### config.mk
export PLATFORM = sky130hd
export DESIGN_NAME = rename_tag_alloc
export DESIGN_NICKNAME = d
export VERILOG_FILES = /design/src/rtl/rename_tag_alloc.sv
export SDC_FILE = /design/constraint.sdc
export NUM_CORES = 1
export LEC_CHECK = 0
export ABC_CLOCK_PERIOD_IN_PS = 8600
export CORE_MARGIN = 5
export CORE_UTILIZATION = 45
export CTS_CLUSTER_SIZE = 25
export DETAILED_ROUTE_END_ITERATION = 6
export HOLD_SLACK_MARGIN = 0.06
export PLACE_DENSITY = 0.91
export REMOVE_ABC_BUFFERS = 1
export SLEW_MARGIN = 20
export SYNTH_ARGS = -nofsm -noshare
export SYNTH_HDL_FRONTEND = slang
export SYNTH_SLANG_ARGS = --single-unit
### constraint.sdc
create_clock -name clk -period 8.6 [get_ports clk]
set_clock_uncertainty 0.1 [all_clocks]
set_input_delay 1.29 -clock clk [delete_from_list [all_inputs] [get_ports clk]]
set_output_delay 1.29 -clock clk [all_outputs]
set_load 0.05 [all_outputs]
### src/rtl/rename_tag_alloc.sv
// Two-wide in-order rename tag allocator: hands out circular PRF tags per group,
// drives the RAT tag-write ports, reclaims tags in order on retire, resets on flush.
module rename_tag_alloc #(
  parameter int unsigned TAG_WIDTH  = 6,
  parameter int unsigned ARCH_REGS  = 32,
  parameter int unsigned PIPE_WIDTH = 2
) (
  input  logic                         clk,
  input  logic                         rst,
  input  logic                         flush_i,
  input  logic                         grp_valid_i,
  output logic                         grp_ready_o,
  input  logic [1:0]                   lane_rd_we_i,
  input  logic [$clog2(ARCH_REGS)-1:0] lane_rd0_i,
  input  logic [$clog2(ARCH_REGS)-1:0] lane_rd1_i,
  output logic [TAG_WIDTH-1:0]         lane_tag0_o,
  output logic [TAG_WIDTH-1:0]         lane_tag1_o,
  output logic [1:0]                   rat_we_o,
  output logic [$clog2(ARCH_REGS)-1:0] rat_addr0_o,
  output logic [$clog2(ARCH_REGS)-1:0] rat_addr1_o,
  output logic [TAG_WIDTH-1:0]         rat_tag0_o,
  output logic [TAG_WIDTH-1:0]         rat_tag1_o,
  input  logic [1:0]                   retire_cnt_i,
  output logic [TAG_WIDTH:0]           used_count_o,
  output logic                         err_underflow_o
);

  localparam int unsigned NUM_TAGS = 2 ** TAG_WIDTH;
  localparam int unsigned CW       = TAG_WIDTH + 1;
  localparam int unsigned AW       = CW + 1;

  if (PIPE_WIDTH != 2) begin : g_bad_pipe_width
    $error("rename_tag_alloc: PIPE_WIDTH must be 2");
  end

  logic [TAG_WIDTH-1:0] head_q, head_d;
  logic [TAG_WIDTH-1:0] tail_q, tail_d;
  logic [CW-1:0]        used_q, used_d;
  logic                 err_q, err_d;

  logic [1:0]           need;
  logic [CW-1:0]        free_tags;
  logic                 ready;
  logic                 fire;
  logic [1:0]           need_fired;
  logic [1:0]           ret_req;
  logic [1:0]           ret_eff;
  logic [AW-1:0]        avail;
  logic                 underflow;

  // Readiness looks only at the registered count; same-cycle retires do not help.
  always_comb begin
    need       = 2'({1'b0, lane_rd_we_i[0]} + {1'b0, lane_rd_we_i[1]});
    free_tags  = CW'(NUM_TAGS) - used_q;
    ready      = free_tags >= CW'(need);
    fire       = grp_valid_i & ready & ~flush_i & ~rst;
    need_fired = fire ? need : 2'd0;
    avail      = AW'(used_q) + AW'(need_fired);
    ret_req    = (retire_cnt_i == 2'd3) ? 2'd2 : retire_cnt_i;
    ret_eff    = (AW'(ret_req) > avail) ? avail[1:0] : ret_req;
    underflow  = (retire_cnt_i == 2'd3) | (AW'(retire_cnt_i) > avail);
  end

  // Next-state: flush wins over allocate and retire; head keeps advancing across flushes.
  always_comb begin
    head_d = head_q + TAG_WIDTH'(need_fired);
    tail_d = tail_q + TAG_WIDTH'(ret_eff);
    used_d = CW'(avail - AW'(ret_eff));
    err_d  = err_q | underflow;
    if (flush_i) begin
      head_d = head_q;
      tail_d = head_q;
      used_d = '0;
      err_d  = err_q;
    end
  end

  always_ff @(posedge clk) begin
    if (rst) begin
      head_q <= '0;
      tail_q <= '0;
      used_q <= '0;
      err_q  <= 1'b0;
    end else begin
      head_q <= head_d;
      tail_q <= tail_d;
      used_q <= used_d;
      err_q  <= err_d;
    end
  end

  // Tags and RAT writes are combinational from head so the PRF captures them this edge.
  always_comb begin
    lane_tag0_o = head_q;
    lane_tag1_o = lane_rd_we_i[0] ? head_q + TAG_WIDTH'(1) : head_q;
    rat_we_o[0] = fire & lane_rd_we_i[0] & (lane_rd0_i != '0);
    rat_we_o[1] = fire & lane_rd_we_i[1] & (lane_rd1_i != '0);
    rat_addr0_o = lane_rd0_i;
    rat_addr1_o = lane_rd1_i;
    rat_tag0_o  = lane_tag0_o;
    rat_tag1_o  = lane_tag1_o;
  end

  assign grp_ready_o     = ready;
  assign used_count_o    = used_q;
  assign err_underflow_o = err_q;

endmodule

==> impl_metrics.ini, run 1 <==
[clock_tree]
cts_buffers = 3
clk_pin_slew_ns = 0.10
numClockSinks = 14
postCtsHoldBufs = 0
clk-insertion-delay-late_ns = 0.29
tritoncts = built
htree_levels = 1
clock_path_buffers = 2
post_cts_resized = 0
cts-root-buf = clkbuf_4
post_cts_buffers = 0

[drt]
drt-initial-drc-count = 59
drt-total-wl_um = 3816
via_per_inst = 5.335
wire_per_inst_um = 14.68
ant_nets = 0
drc_errors = 0
vias = 1387
first_pass_iters = 4

[worst_setup_path]
critPathArrivalTime_ns = 6.65
cp_max_fo = 8
crit_slowest_cell = clkdlybuf4s50_1
cp.required_ns = 8.69
critPathKind = primary input to flop
crit_path_frequent_cell = ha_1
cpPeakStageDelay_ns = 0.62
start_kind = primary input
worstPathCellList = clkdlybuf4s50_1, ha_1, ha_1, nand2b_1, a21oi_1, nand3_1, and3_1, and2_1, ha_1, fa_1, inv_1, ha_1, a21oi_1, a2111oi_4, mux2_4, fa_1, mux2_2, a31oi_1, xor2_1, nor2_1
end_kind = flop

[global_routing]
top_usage_layer = met2
grt_max_degree = 14
grt_use_total = 0.1640
met1_usage = 0.1808
met2_usage = 0.3013
grt_use_met3 = 0.04825
antenna_found_initial = 0
first_global_vias = 1279
grt_pass1_wl_um = 5782
grt_overflow = 0

[power_and_ir_drop]
powerDensity_nw_per_um2 = 213.0
p_seq_frac = 0.241
sw_frac_of_total = 0.4769
p_sw_mw = 0.2024
p_comb_frac = 0.642
total_power_mw = 0.4243
clock_power_share = 0.117
peakVddDrop_mv = 0.2110
p_int_mw = 0.2220
p_leak_nw = 0.7479

[finish]
area_growth_pct = 32.56
n_antenna_cell = 0
n_fill_cell = 267
layout_common_cells = 62 x clkdlybuf4s50_1, 20 x nor2_1, 15 x ha_1
layout_commonest_cell = clkdlybuf4s50_1
layout-drive-gt1-share = 0.06542
finalNetCount = 251

[timing]
min_period_ns = 6.559
totalNegativeSetupSlack_ns = 0
hold_viol = 0
fmax_mhz = 152.5
worst_slew_pin_slew_ns = 0.5197
setup_viol = 0
rsz0062_at_grt = no
maxSlewViolCount = 0
relSlewSlack = 0.6524
setup_ws_ns = 2.041
fin_hold_ws_ns = 0.4360
post-route-period-util = 0.7627

[synth]
ys_seq_elements = 14
ys_seq_area_frac = 0.1865
synth_flop_cell = dfxtp_1
synthCells = 180
synth_area_um2 = 1503
yosysTopAreaCell = dfxtp_1
yosysTopAreaCellShare = 0.1865
synth_edf_count = 0
synthArstFlopShare = 0
synthDistinctLibCells = 45
synth_area_leaders = dfxtp_1 19%, ha_1 12%, buf_4 12%, xnor2_1 5.8%, nor2_1 5.0%
ys_warn_count = 0
syn_area_per_cell_um2 = 8.348

[die]
dieArea_um2 = 4595
start_util = 0.4575
dieHeight_um = 67.79
core_area_um2 = 3284
die_width_um = 67.79
io_pins = 63
rows = 21

[run_status]
status = complete, no violations

[flow_run]
max_cap_viol_count = 0

[placed_design]
gp_congestion = 0.8665
dpl_worst_slack_ns = 1.726
io_buffer_count = 62
dp_hpwl_um = 3192

[hold_path]
hp-class = flop to flop
sequential cells by signal, summed over array words and instances (netlist names):
| register | flops |
|---|---|
| used_count_o | 7 |
| lane_tag0_o | 6 |
| err_underflow_o | 1 |
power groups by stage:
stage	sequential [mW]	combinational, mW	clock (mW)
after global routing	0.106	0.294	0.0525
after global placement	0.103	0.263	0
final	0.102	0.273	0.0498
after floorplan	0.138	0.154	0
after detailed placement	0.103	0.272	0
after CTS	0.102	0.273	0.0497
logic make-up after synthesis:
kind of cell / Yosys count / share of synthesized area
flops: 14 / 0.1865
fa+ha+maj: 18 / 0.1649
buf+inv: 45 / 0.1823
simple gates: 55 / 0.1898
compound gates: 26 / 0.1357
mux: 7 / 0.05328
xor+xnor: 15 / 0.08742
metrics by stage:
| step | util | cells | cell area (um^2) |
|---|---|---|---|
| 2_1_floorplan | - | 148 | 1277 |
| 6_report | 0.6065 | 260 | 1992 |
| 3_5_place_dp | 0.5954 | 256 | 1956 |
| 5_1_grt | 0.6065 | 260 | 1992 |
| 4_1_cts | 0.6065 | 260 | 1992 |
| 3_3_place_gp | 0.5954 | 256 | 1956 |
worst paths after layout:
path	end	from	slack [ns]	cells after the start
worst max register to register	used_count_o[4]	used_count_o[1]	3.30	19
worst min register to register	err_underflow_o	err_underflow_o	0.44	2
worst min-delay path	err_underflow_o	err_underflow_o	0.44	2
worst max-delay path	used_count_o[4]	lane_rd_we_i[0]	2.04	20
worst max-delay path, delay by kind of cell:
family                   cells  cell delay (ns)
buffers and inverters        2             0.74
AND/OR/NAND/NOR              5             0.71
AO/OA/AOI/OAI                4             0.90
adder cells (fa/ha/maj)      6             2.19
multiplexers                 2             0.65
XOR/XNOR                     1             0.17
cell type report:
type | count | area [um^2] | area share
Clock buffer | 4 | 36.28 | 0.01822
Inverter | 13 | 48.80 | 0.02450
Multi-Input combinational cell | 121 | 948.4 | 0.4761
Sequential cell | 14 | 280.3 | 0.1407
Tap cell | 46 | 57.56 | 0.02889
Timing Repair Buffer | 62 | 620.6 | 0.3116
routing by layer:
| layer | wire (um) | up-vias |
|---|---|---|
| li1 | - | 671 |
| met1 | 1439 | 640 |
| met2 | 1886 | 70 |
| met3 | 438 | 6 |
| met4 | 52 | 0 |
| met5 | 0 | - |
Yosys cell counts (2+ instances only):
master and n:
nor3b_1 2, nand2b_1 2, nand3_1 6, ha_1 15
a31oi_1 2, nor2_1 20, nor2b_1 2, buf_6 2
mux2i_1 4, dfxtp_1 14, clkbuf_1 6, xor2_1 5
nor4b_1 2, nand4_1 3, or3_1 3, buf_4 24
xnor2_1 10, inv_1 12, o311a_1 2, nand2_1 6
a21oi_1 7, o21ai_0 5, fa_1 3, and2_1 2
(Power assumes the default switching activity.)
==> run 2: changes to the inputs <==
ABC_CLOCK_PERIOD_IN_PS = 5500   (was 8600)
CORE_UTILIZATION = 39   (was 45)
PLACE_DENSITY = 0.84   (was 0.91)
clock period = 5.5 ns   (was 8.6 ns; I/O delays follow)
==> impl_metrics.ini, run 2 (synthesis results as in run 1) <==
[power_and_ir_drop]
p_comb_frac = 0.697
p_seq_frac = 0.196
sw_frac_of_total = 0.4469
p_leak_nw = 0.9013
p_int_mw = 0.4421
p_sw_mw = 0.3573
clock_power_share = 0.107
peakVddDrop_mv = 0.2796
powerDensity_nw_per_um2 = 347.2

[drt]
ant_nets = 0
wire_per_inst_um = 14.37
vias = 1427
drt-total-wl_um = 4095
drt-initial-drc-count = 107
drc_errors = 0
via_per_inst = 5.007
first_pass_iters = 4

[placed_design]
dpl_cell_area_um2 = 2116
gp_congestion = 0.8663
dp_hpwl_um = 3155
io_buffer_count = 62

[timing]
relSlewSlack = 0.6563
post-route-period-util = 0.9536
maxSlewViolCount = 0
hold_viol = 0
min_period_ns = 5.245
totalNegativeSetupSlack_ns = 0
setup_viol = 0
fmax_mhz = 190.7
worst_slew_pin_slew_ns = 0.5140
rsz0062_at_grt = no

[clock_tree]
clock_path_buffers = 2
cts-root-buf = clkbuf_8
postCtsHoldBufs = 0
htree_levels = 1
clk-insertion-delay-late_ns = 0.25
tritoncts = built
clk_pin_slew_ns = 0.06
cts_buffers = 3
numClockSinks = 14

[finish]
n_fill_cell = 321
area_growth_pct = 53.21
seq_area_um2 = 280.3
multi_input_comb_area_um2 = 1066
layout_commonest_cell = clkdlybuf4s50_1
finalNetCount = 275
n_antenna_cell = 0
layout-drive-gt1-share = 0.2405
fin_area_um2 = 2302
layout_common_cells = 60 x clkdlybuf4s50_1, 24 x buf_4, 19 x nor2_1
largest_register_ffs = 7

[worst_setup_path]
cp.required_ns = 5.54
critPathArrivalTime_ns = 5.29
end_kind = flop
start_kind = primary input
critPathKind = primary input to flop
cp_max_fo = 3

[die]
io_pins = 63
die_width_um = 72.07
core_area_um2 = 3689
dieArea_um2 = 5194
rows = 22
start_util = 0.4074
dieHeight_um = 72.07

[hold_path]
hp-class = flop to flop

[global_routing]
grt_overflow = 0
grt_use_total = 0.1480
first_global_vias = 1364
grt_max_degree = 14
antenna_found_initial = 0
grt_pass1_wl_um = 6258

[flow_run]
max_cap_viol_count = 0

[run_status]
status = complete, no violations
==> run 2: power groups by stage <==
stage / registers (mW) / clock network, mW / logic [mW]
global placement: 0.155 / 0 / 0.469
finish: 0.157 / 0.0854 / 0.557
CTS: 0.154 / 0.0851 / 0.503
global route: 0.160 / 0.0917 / 0.602
floorplan: 0.216 / 0 / 0.240
detailed placement: 0.155 / 0 / 0.481
==> run 2: final timing paths <==
path                                        end            start  depth (start not counted)  slack, ns
worst max-delay path            used_count_o[4]  lane_rd_we_i[1]                         21       0.26
worst min-delay path            err_underflow_o  err_underflow_o                          2       0.42
worst min register to register  err_underflow_o  err_underflow_o                          2       0.42
worst max register to register  used_count_o[4]  used_count_o[0]                         20       0.46
==> run 2: worst max-delay path: stages <==
cell and delay (ns):
dlymetal6s2s_1 0.16, ha_4 0.25, ha_1 0.26, nand2b_4 0.14
a21oi_2 0.11, nand3_1 0.10, and3_4 0.19, and2_4 0.16
ha_4 0.16, fa_2 0.56, inv_2 0.06, ha_4 0.29
a21oi_2 0.07, a2111oi_4 0.38, buf_4 0.19, mux2_4 0.30
fa_2 0.37, mux2_4 0.32, a31oi_4 0.18, xor2_1 0.16
nor2_1 0.05
==> run 2: final cells by class <==
type | instances | area share
Multi-Input combinational cell | 121 | 0.4630
Timing Repair Buffer | 86 | 0.3500
Sequential cell | 14 | 0.1217
Tap cell | 48 | 0.02609
Inverter | 13 | 0.02120
Clock buffer | 3 | 0.01793
==> run 2: routing by layer <==
layer | wire length (um) | track usage | vias up
met2 | 2079 | 0.2588 | 57
met3 | 311 | 0.03740 | 6
met5 | 0 | 0 | -
met4 | 40 | 0.03132 | 0
met1 | 1664 | 0.1821 | 651
li1 | - | - | 713
==> run 2: through the flow <==
stage / hold slack [ns] / cells / worst slack [ns] / total power [mW] / utilization
global route: 0.4887 / 285 / 0.07857 / 0.8537 / 0.6242
finish: 0.4232 / 285 / 0.2552 / 0.7994 / 0.6242
CTS: 0.4266 / 283 / 0.01383 / 0.7425 / 0.5997
global placement: 0.4072 / 279 / -0.2920 / 0.6243 / 0.5736
detailed placement: 0.4068 / 279 / -0.4307 / 0.6365 / 0.5736
floorplan: 0.6904 / 148 / -0.4408 / 0.4563 / -
==> run 2: timing repair <==
item / in CTS / in global routing
resized for setup: 11 / 14
pin swaps: 4 / 8
setup endpoints to repair: 3 / 5
buffers inserted: 1 / 2
